$ cat config.mk
export PLATFORM = sky130hd
export DESIGN_NAME = arbitro_bordas_flat
export DESIGN_NICKNAME = d
export VERILOG_FILES = /design/src/rtl/arbitro_bordas_if.sv /design/src/rtl/arbitro_bordas.sv /design/src/flat_wrapper.sv
export SDC_FILE = /design/constraint.sdc
export NUM_CORES = 1
export LEC_CHECK = 0
export BUFFER_PORTS_ARGS = -buffer_cell sky130_fd_sc_hd__buf_4
export CORE_MARGIN = 4
export CORE_UTILIZATION = 59
export CTS_CLUSTER_DIAMETER = 100
export DETAILED_ROUTE_END_ITERATION = 10
export PLACE_DENSITY_LB_ADDON = 0.2
export REMOVE_ABC_BUFFERS = 1
export SLEW_MARGIN = 20
export SYNTH_ARGS = -nofsm -noshare
export SYNTH_HDL_FRONTEND = slang
export SYNTH_SLANG_ARGS = --single-unit
$ cat constraint.sdc
create_clock -name clk -period 8.9 [get_ports clk]
set_clock_uncertainty 0.2 [all_clocks]
set_input_delay 0.445 -clock clk [delete_from_list [all_inputs] [get_ports clk]]
set_output_delay 0.445 -clock clk [all_outputs]
set_load 0.1 [all_outputs]
$ cat src/rtl/arbitro_bordas_if.sv
// Handshake bundle between the edge-event arbiter and its surroundings.
// The master drives events and completion; the slave (the arbiter) returns grant and status.
interface arbitro_bordas_if #(
  parameter int unsigned CNT_W = 8
);
  logic [1:0]       evento;
  logic             fim;
  logic [1:0]       concessao;
  logic             ocupado;
  logic [1:0]       pendente;
  logic             timeout;
  logic [CNT_W-1:0] perdidos;

  modport master (
    output evento, fim,
    input  concessao, ocupado, pendente, timeout, perdidos
  );

  modport slave (
    input  evento, fim,
    output concessao, ocupado, pendente, timeout, perdidos
  );
endinterface

$ cat src/rtl/arbitro_bordas.sv
// Two-channel round-robin arbiter turning edge pulses into pending requests
// for one shared resource, with grant timeout and saturating lost-event count.
module arbitro_bordas #(
  parameter int unsigned TIMEOUT = 16,
  parameter int unsigned CNT_W   = 8
) (
  input  logic              clk,
  input  logic              rst,
  arbitro_bordas_if.slave   bus
);

  typedef enum logic [1:0] {
    OCIOSO    = 2'd0,
    CONCEDIDO = 2'd1,
    INTERVALO = 2'd2
  } estado_t;

  localparam logic [7:0] ULTIMO = 8'(TIMEOUT - 1);

  estado_t          estado, estado_nxt;
  logic [1:0]       concessao_r, concessao_nxt;
  logic [1:0]       pendente_r, pendente_nxt;
  logic [1:0]       grant_sel;
  logic [1:0]       descarte;
  logic             ponteiro, ponteiro_nxt;
  logic [7:0]       contador, contador_nxt;
  logic             timeout_r, timeout_nxt;
  logic [CNT_W-1:0] perdidos_r, perdidos_nxt;
  logic [CNT_W:0]   soma;
  logic [CNT_W:0]   incremento;

  always_ff @(posedge clk or posedge rst) begin
    if (rst) begin
      estado      <= OCIOSO;
      concessao_r <= '0;
      pendente_r  <= '0;
      ponteiro    <= 1'b0;
      contador    <= '0;
      timeout_r   <= 1'b0;
      perdidos_r  <= '0;
    end else begin
      estado      <= estado_nxt;
      concessao_r <= concessao_nxt;
      pendente_r  <= pendente_nxt;
      ponteiro    <= ponteiro_nxt;
      contador    <= contador_nxt;
      timeout_r   <= timeout_nxt;
      perdidos_r  <= perdidos_nxt;
    end
  end

  // The pointer only advances on contention, so a lone request never
  // steals the other channel's turn.
  always_comb begin
    estado_nxt   = estado;
    grant_sel    = '0;
    ponteiro_nxt = ponteiro;
    case (estado)
      OCIOSO: begin
        if (pendente_r != 2'b00) begin
          estado_nxt = CONCEDIDO;
          case (pendente_r)
            2'b01:   grant_sel = 2'b01;
            2'b10:   grant_sel = 2'b10;
            default: begin
              grant_sel    = ponteiro ? 2'b10 : 2'b01;
              ponteiro_nxt = ~ponteiro;
            end
          endcase
        end
      end
      CONCEDIDO: begin
        if (bus.fim || (contador == ULTIMO))
          estado_nxt = INTERVALO;
      end
      INTERVALO: estado_nxt = OCIOSO;
      default:   estado_nxt = OCIOSO;
    endcase
  end

  always_comb begin
    concessao_nxt = concessao_r;
    contador_nxt  = contador;
    timeout_nxt   = 1'b0;
    case (estado)
      OCIOSO: begin
        contador_nxt  = '0;
        concessao_nxt = grant_sel;
      end
      CONCEDIDO: begin
        contador_nxt = contador + 8'd1;
        if (bus.fim) begin
          concessao_nxt = '0;
        end else if (contador == ULTIMO) begin
          concessao_nxt = '0;
          timeout_nxt   = 1'b1;
        end
      end
      INTERVALO: concessao_nxt = '0;
      default:   concessao_nxt = '0;
    endcase
  end

  // A new event on the grant edge re-arms the flag instead of being dropped.
  always_comb begin
    descarte     = bus.evento & pendente_r & ~grant_sel;
    pendente_nxt = bus.evento | (pendente_r & ~grant_sel);
    incremento   = (CNT_W+1)'({1'b0, descarte[0]} + {1'b0, descarte[1]});
    soma         = {1'b0, perdidos_r} + incremento;
    if (soma[CNT_W])
      perdidos_nxt = '1;
    else
      perdidos_nxt = soma[CNT_W-1:0];
  end

  assign bus.concessao = concessao_r;
  assign bus.ocupado   = |concessao_r;
  assign bus.pendente  = pendente_r;
  assign bus.timeout   = timeout_r;
  assign bus.perdidos  = perdidos_r;

endmodule

$ cat src/flat_wrapper.sv
// flat-port wrapper written by rule: the top's interface ports become plain ports
module arbitro_bordas_flat 
#(
  parameter int unsigned TIMEOUT = 16,
  parameter int unsigned CNT_W   = 8
)
  (clk, rst, bus_evento, bus_fim, bus_concessao, bus_ocupado, bus_pendente, bus_timeout, bus_perdidos);
  arbitro_bordas_if #(.CNT_W(CNT_W)) bus_i ();
  input  logic clk;
  input  logic rst;
  input wire logic [$bits(bus_i.evento)-1:0] bus_evento;
  input wire logic [$bits(bus_i.fim)-1:0] bus_fim;
  output wire logic [$bits(bus_i.concessao)-1:0] bus_concessao;
  output wire logic [$bits(bus_i.ocupado)-1:0] bus_ocupado;
  output wire logic [$bits(bus_i.pendente)-1:0] bus_pendente;
  output wire logic [$bits(bus_i.timeout)-1:0] bus_timeout;
  output wire logic [$bits(bus_i.perdidos)-1:0] bus_perdidos;
  assign bus_i.evento = bus_evento;
  assign bus_i.fim = bus_fim;
  assign bus_concessao = bus_i.concessao;
  assign bus_ocupado = bus_i.ocupado;
  assign bus_pendente = bus_i.pendente;
  assign bus_timeout = bus_i.timeout;
  assign bus_perdidos = bus_i.perdidos;
  arbitro_bordas #(.TIMEOUT(TIMEOUT), .CNT_W(CNT_W)) u_core (.clk(clk), .rst(rst), .bus(bus_i));
endmodule
======== Word-level counts from Yosys, hierarchy flattened ========
Cells that the tools add are included.
operators by class
  $add $sub $neg .......................... 3
  equal/unequal tests ..................... 7
  multiplexer cells ....................... 15
  bitwise gates (word level) .............. 7
  reduce and logical (&&, ||, !) cells .... 8
operators with widths
  kind                                                              count
  8-bit one-hot mux with 2 select lines                             1
  2-bit 2-to-1 mux                                                  7
  2-bit one-hot mux with 2 select lines                             3
  8-bit by 9-bit adder with 9-bit output                            1
  8-bit by 1-bit adder with 8-bit output (second input constant)    1
  8-bit by 4-bit == test with 1-bit output (second input constant)  1
  8-bit 2-to-1 mux                                                  1
  2-bit AND                                                         3
  2-bit by 1-bit == test with 1-bit output (second input constant)  2
  2-bit by 1-bit != test with 1-bit output (second input constant)  2
  2-bit nonzero test                                                2
  2-bit OR reduction                                                2
  1-bit 2-to-1 mux                                                  3
  3-bit by 2-bit != test with 1-bit output (second input constant)  1
  3-bit AND reduction                                               1
  1-bit by 1-bit adder with 2-bit output                            1
  2-bit == test (second input constant)                             1
  2-bit zero test                                                   1
  1-bit inverter                                                    2
  2-bit inverter                                                    1
  2-bit OR                                                          1
  2-bit AND reduction                                               1
  1-bit logical OR                                                  1
word-level totals
  flip-flop bits (word level) ............. 24
  input port bits ......................... 5
  output and inout port bits .............. 14

======== Depth between registers and ports, before layout ========
  depth after elaboration ................. 9
  depth in mapped cells ................... 12

======== Least setup slack after synthesis ========
No wires, ideal clock.
  path kind ............................... reg-to-reg
  start point ............................. register u_core.pendente_r[1] (netlist: u_core.bus.pendente[1])
  end point ............................... register u_core.perdidos_r[6] (netlist: u_core.bus.perdidos[6])
  library setup time ...................... 0.126 ns
  arrival ................................. 3.405 ns
  data required time ...................... 8.574 ns
  setup slack ............................. 5.169 ns
  stages on the path, launching flop included .. 13
  path buffers ............................ 0
  path through ............................ dfrtp_1 inv_1 ha_1 nand2b_1 a21oi_1 nor3b_1 ha_1 ha_1 inv_1 fa_1 and2b_1 nand4_1 mux2_2
on the way
  longest elaborated chain between the ends .. 9
  elaborated cells on any way between the ends .. 12
  those cells by class .................... add/sub (2); eq/ne (2); mux (4); bitwise (3); reduce/logical (1)
RTL lines
  item                                                                              line                   RTL
  from (decl)                                                                       arbitro_bordas.sv:22   logic [1:0] pendente_r, pendente_nxt;
  from (signal assigned)                                                            arbitro_bordas.sv:44   pendente_r <= pendente_nxt;
  2-bit == test / 2-bit by 1-bit == test with 1-bit output (equally long branches)  arbitro_bordas.sv:62   case (pendente_r)
  2-bit one-hot mux with 2 select lines                                             arbitro_bordas.sv:62
  2-bit 2-to-1 mux                                                                  arbitro_bordas.sv:60   if (pendente_r != 2'b00) begin
  2-bit 2-to-1 mux                                                                  arbitro_bordas.sv:58   case (estado)
  2-bit inverter                                                                    arbitro_bordas.sv:106  descarte = bus.evento & pendente_r & ~grant_sel;
  2-bit AND (*)                                                                     arbitro_bordas.sv:106
  1-bit by 1-bit adder with 2-bit output (*)                                        arbitro_bordas.sv:108  incremento = (CNT_W+1)'({1'b0, descarte[0]} + {1'b0, descarte[1]});
  8-bit by 9-bit adder with 9-bit output (*)                                        arbitro_bordas.sv:109  soma = {1'b0, perdidos_r} + incremento;
  8-bit 2-to-1 mux (*)                                                              arbitro_bordas.sv:110  if (soma[CNT_W])
  net u_core.perdidos_nxt[6]                                                        arbitro_bordas.sv:28   logic [CNT_W-1:0] perdidos_r, perdidos_nxt;
  to (signal assigned)                                                              arbitro_bordas.sv:48   perdidos_r <= perdidos_nxt;
  to (decl)                                                                         arbitro_bordas.sv:28
Mark *: on every way through the listed nets, which the timed path passes. The rest lies on a longest branch.
A chain may end at the register's enable or synchronous reset.

======== Worst setup path after layout ========
  start point ............................. register u_core.pendente_r[0] (netlist: u_core.bus.pendente[0])
  end point ............................... register u_core.perdidos_r[6] (netlist: u_core.bus.perdidos[6])
Same word-level chain as after synthesis.

==> impl_metrics.csv <==
group,metric,value,unit
clock_network,cts-resized-gates,0,
placement,gp_congestion,0.7919,
yosys,postSynthAreaPerCell,10.02,µm²
drt,vias_per_cell,5.647,
placement,detailed_place_hpwl,1747,µm
timing,worst_margin_slew,0.8723,ns
yosys,ys_top_cells_by_area,"sky130_fd_sc_hd__dfrtp_1 49%, sky130_fd_sc_hd__ha_1 6.1%, sky130_fd_sc_hd__o21ai_0 4.9%",
global_routing,number_of_antenna_violations_at_the_first_check_in_global_routing,0,
drt,drt.antenna.violating_nets,0,
finish,multi_input_area,589.3,µm²
timing,layout_worst_path_cycle_share,36.11,%
timing,drv_slew,0,
timing,finalSetupViolCount,0,
clock_network,worst_skew_pair.late_latency,0.30,ns
hold_path,worstHoldEndpoint,"u_core.bus.timeout",
drt,drt-initial-drc-count,13,
yosys,synth_top_flop_cell,"sky130_fd_sc_hd__dfrtp_1",
clock_network,clk_pin_slew_worst_paths,0.12,ns
global_routing,groute.usage.overall,19.81,%
yosys,synthesis.yosys.warnings,0,
clock_network,cts_buffers,3,
yosys,yosysUniqueCellTypes,33,
timing,finalSetupTns,0,ns
finish,drive_above_1_share,19.58,%
drt,route.met3.wl,86,µm
drt,drc,0,
timing,final.min_clock_period,3.214,ns
setup_path,worst_setup_path_startpoint,"u_core.bus.pendente[0]",
hold_path,worst_hold_startpoint,"bus_fim",
clock_network,cts_tree,"yes",
timing,relSlewSlack,41.78,%
drt,avgRoutedWirePerCell,13.33,µm
timing,rsz0062_at_grt,"no",
yosys,mappedNetlistArea,1232,µm²
setup_path,worst-r2r-cell-count,12,
clock_network,cts_sinks,24,
drt,met1Wirelength,969,µm
yosys,synth-edff-count,0,
clock_network,cts_hold_repair.buffers,0,
drt,vias,960,
finish,net_total_in_the_final_layout,157,
finish,nFillCells,150,
timing,report.final.hold_viol_count,0,
global_routing,overflow,0,
setup_path,critPathCaptureType,"register",
finish,layout.cells.most_common,"sky130_fd_sc_hd__dfrtp_1",
yosys,synth-seq-cells,24,
yosys,synth-async-reset-ratio,100.0,%
die,design.portCount,19,
yosys,synth_top_area_cell,"sky130_fd_sc_hd__dfrtp_1",
setup_path,start_to_end_type_of_the_worst_setup_path,"register to register",
die,design.core.area,1982,µm²
global_routing,grt_start_max_net_pins,25,
run,drv_cap,0,
die,die-area,2884,µm²
setup_path,r2r-end,"u_core.bus.perdidos[6]",
die,die_y,53.71,µm
finish,antenna_cells_inserted,0,
die,initial_core_utilization,62.18,%
timing,clock.fmax,311.2,MHz
drt,detail_route_met2_wl,1198,µm
setup_path,worstPathMaxFanout,6,
clock_network,cts.htree.levels,1,
global_routing,first_pass_grt_wire_length,4140,µm
hold_path,min_path_cells,2,
clock_network,root_buffer,"sky130_fd_sc_hd__clkbuf_4",
finish,final-seq-area,600.6,µm²
drt,drt_first_pass_iters,5,
yosys,post_synth_inst_count,123,
setup_path,critical_path.reg2reg.startpoint,"u_core.bus.pendente[0]",
yosys,share_of_the_synthesized_area_in_the_top_cell_type,48.73,%
hold_path,worstHoldPathType,"input port to register",
setup_path,arrival,3.22,ns
finish,final_cell_mix,"24 x sky130_fd_sc_hd__dfrtp_1, 18 x sky130_fd_sc_hd__buf_4, 12 x sky130_fd_sc_hd__o21ai_0, 11 x sky130_fd_sc_hd__nand2_1, 10 x sky130_fd_sc_hd__inv_1",
setup_path,regToRegSetupSlack,5.69,ns
clock_network,cts_post_setup_buffers_inserted,0,
setup_path,worst_setup_path_start_kind,"register",
yosys,synth_sequential_area_ratio,48.73,%
die,std_cell_rows,16,
drt,detail_route.wirelength,2266,µm
clock_network,max-clock-path-buffers,2,
finish,area_overhead_vs_synth,15.13,%
drt,topRoutingLayerUsed,"met4",
die,die_x,53.71,µm
placement,io_buffer_count,18,
outcome,result_of_the_run,"finished clean",
global_routing,vias_in_the_first_global_route,1001,
setup_path,timing.critical_path.required,8.90,ns
metrics by stage:
step	setup slack [ns]	instance area, µm²	cells	hold WS (ns)	util, %
final	5.686	1419	170	0.09873	71.59
after global routing	5.486	1419	170	0.09625	71.59
after CTS	5.659	1419	170	0.07968	71.59
after detailed placement	5.686	1396	167	0.3139	70.45
after global placement	5.863	1396	167	0.2968	70.45
after floorplan	5.169	1227	122	0.2596	-
cell families (layout without fill, tap and decap cells):
family          after synthesis  count (layout)  share of synthesized area (%)
xor+xnor                      1               1                         0.7108
mux                           6               6                          4.975
flops                        24              24                          48.73
simple gates                 48              48                          22.13
compound gates               26              26                          12.28
buf+inv                      11              31                          3.452
fa+ha+maj                     7               7                          7.716
metal layers:
metal	global-route usage [%]	up-vias
met5	0	-
met3	2.770	2
met1	24.06	467
met2	34.68	18
met4	8.511	0
li1	-	473
area by class of cell:
cell class	count	area share, %
repair buffers	18	9.524
flip-flops and latches	24	42.33
inverters	10	2.646
well taps	27	2.381
multi-input cells	88	41.53
clock buffers	3	1.587
critical path, cell delays in order, from the launching register on:
cell and delay [ns]:
sky130_fd_sc_hd__dfrtp_1 0.47, sky130_fd_sc_hd__inv_1 0.09, sky130_fd_sc_hd__ha_1 0.32, sky130_fd_sc_hd__nand2b_1 0.17, sky130_fd_sc_hd__a21oi_1 0.21, sky130_fd_sc_hd__nor3b_1 0.09
sky130_fd_sc_hd__ha_1 0.28, sky130_fd_sc_hd__ha_1 0.16, sky130_fd_sc_hd__inv_1 0.05, sky130_fd_sc_hd__fa_1 0.37, sky130_fd_sc_hd__and2b_1 0.30, sky130_fd_sc_hd__nand4_1 0.12
sky130_fd_sc_hd__mux2_2 0.28
state kept, by name (all words and copies together) (netlist names):
register / flops
u_core.bus.concessao: 2
u_core.bus.pendente: 2
u_core.bus.perdidos: 8
u_core.bus.timeout: 1
u_core.contador: 8
u_core.estado: 2
u_core.ponteiro: 1
how the worst max path moves through the flow:
stage                        endpoint  slack (ns)
2_1_floorplan  u_core.bus.perdidos[6]        5.17
4_1_cts        u_core.bus.perdidos[6]        5.66
3_5_place_dp   u_core.bus.perdidos[6]        5.69
6_report       u_core.bus.perdidos[6]        5.69
5_1_grt        u_core.bus.perdidos[6]        5.49
3_3_place_gp   u_core.bus.perdidos[6]        5.86
cell usage after synthesis, drive strengths merged, types with 2 or more instances:
cell    instances
o21ai          12
nand2          11
or2             3
nand3           4
a21oi           8
nand2b          3
dfrtp          24
o21bai          2
nand4           3
nor2b           2
mux2i           5
ha              6
nor3            2
inv            10
and3            2
or3             5
nor2            6
nor3b           2
Power is left out: the tool's default activity adds up to more than one toggle a clock period on the data nets, which glitch-free logic cannot reach.
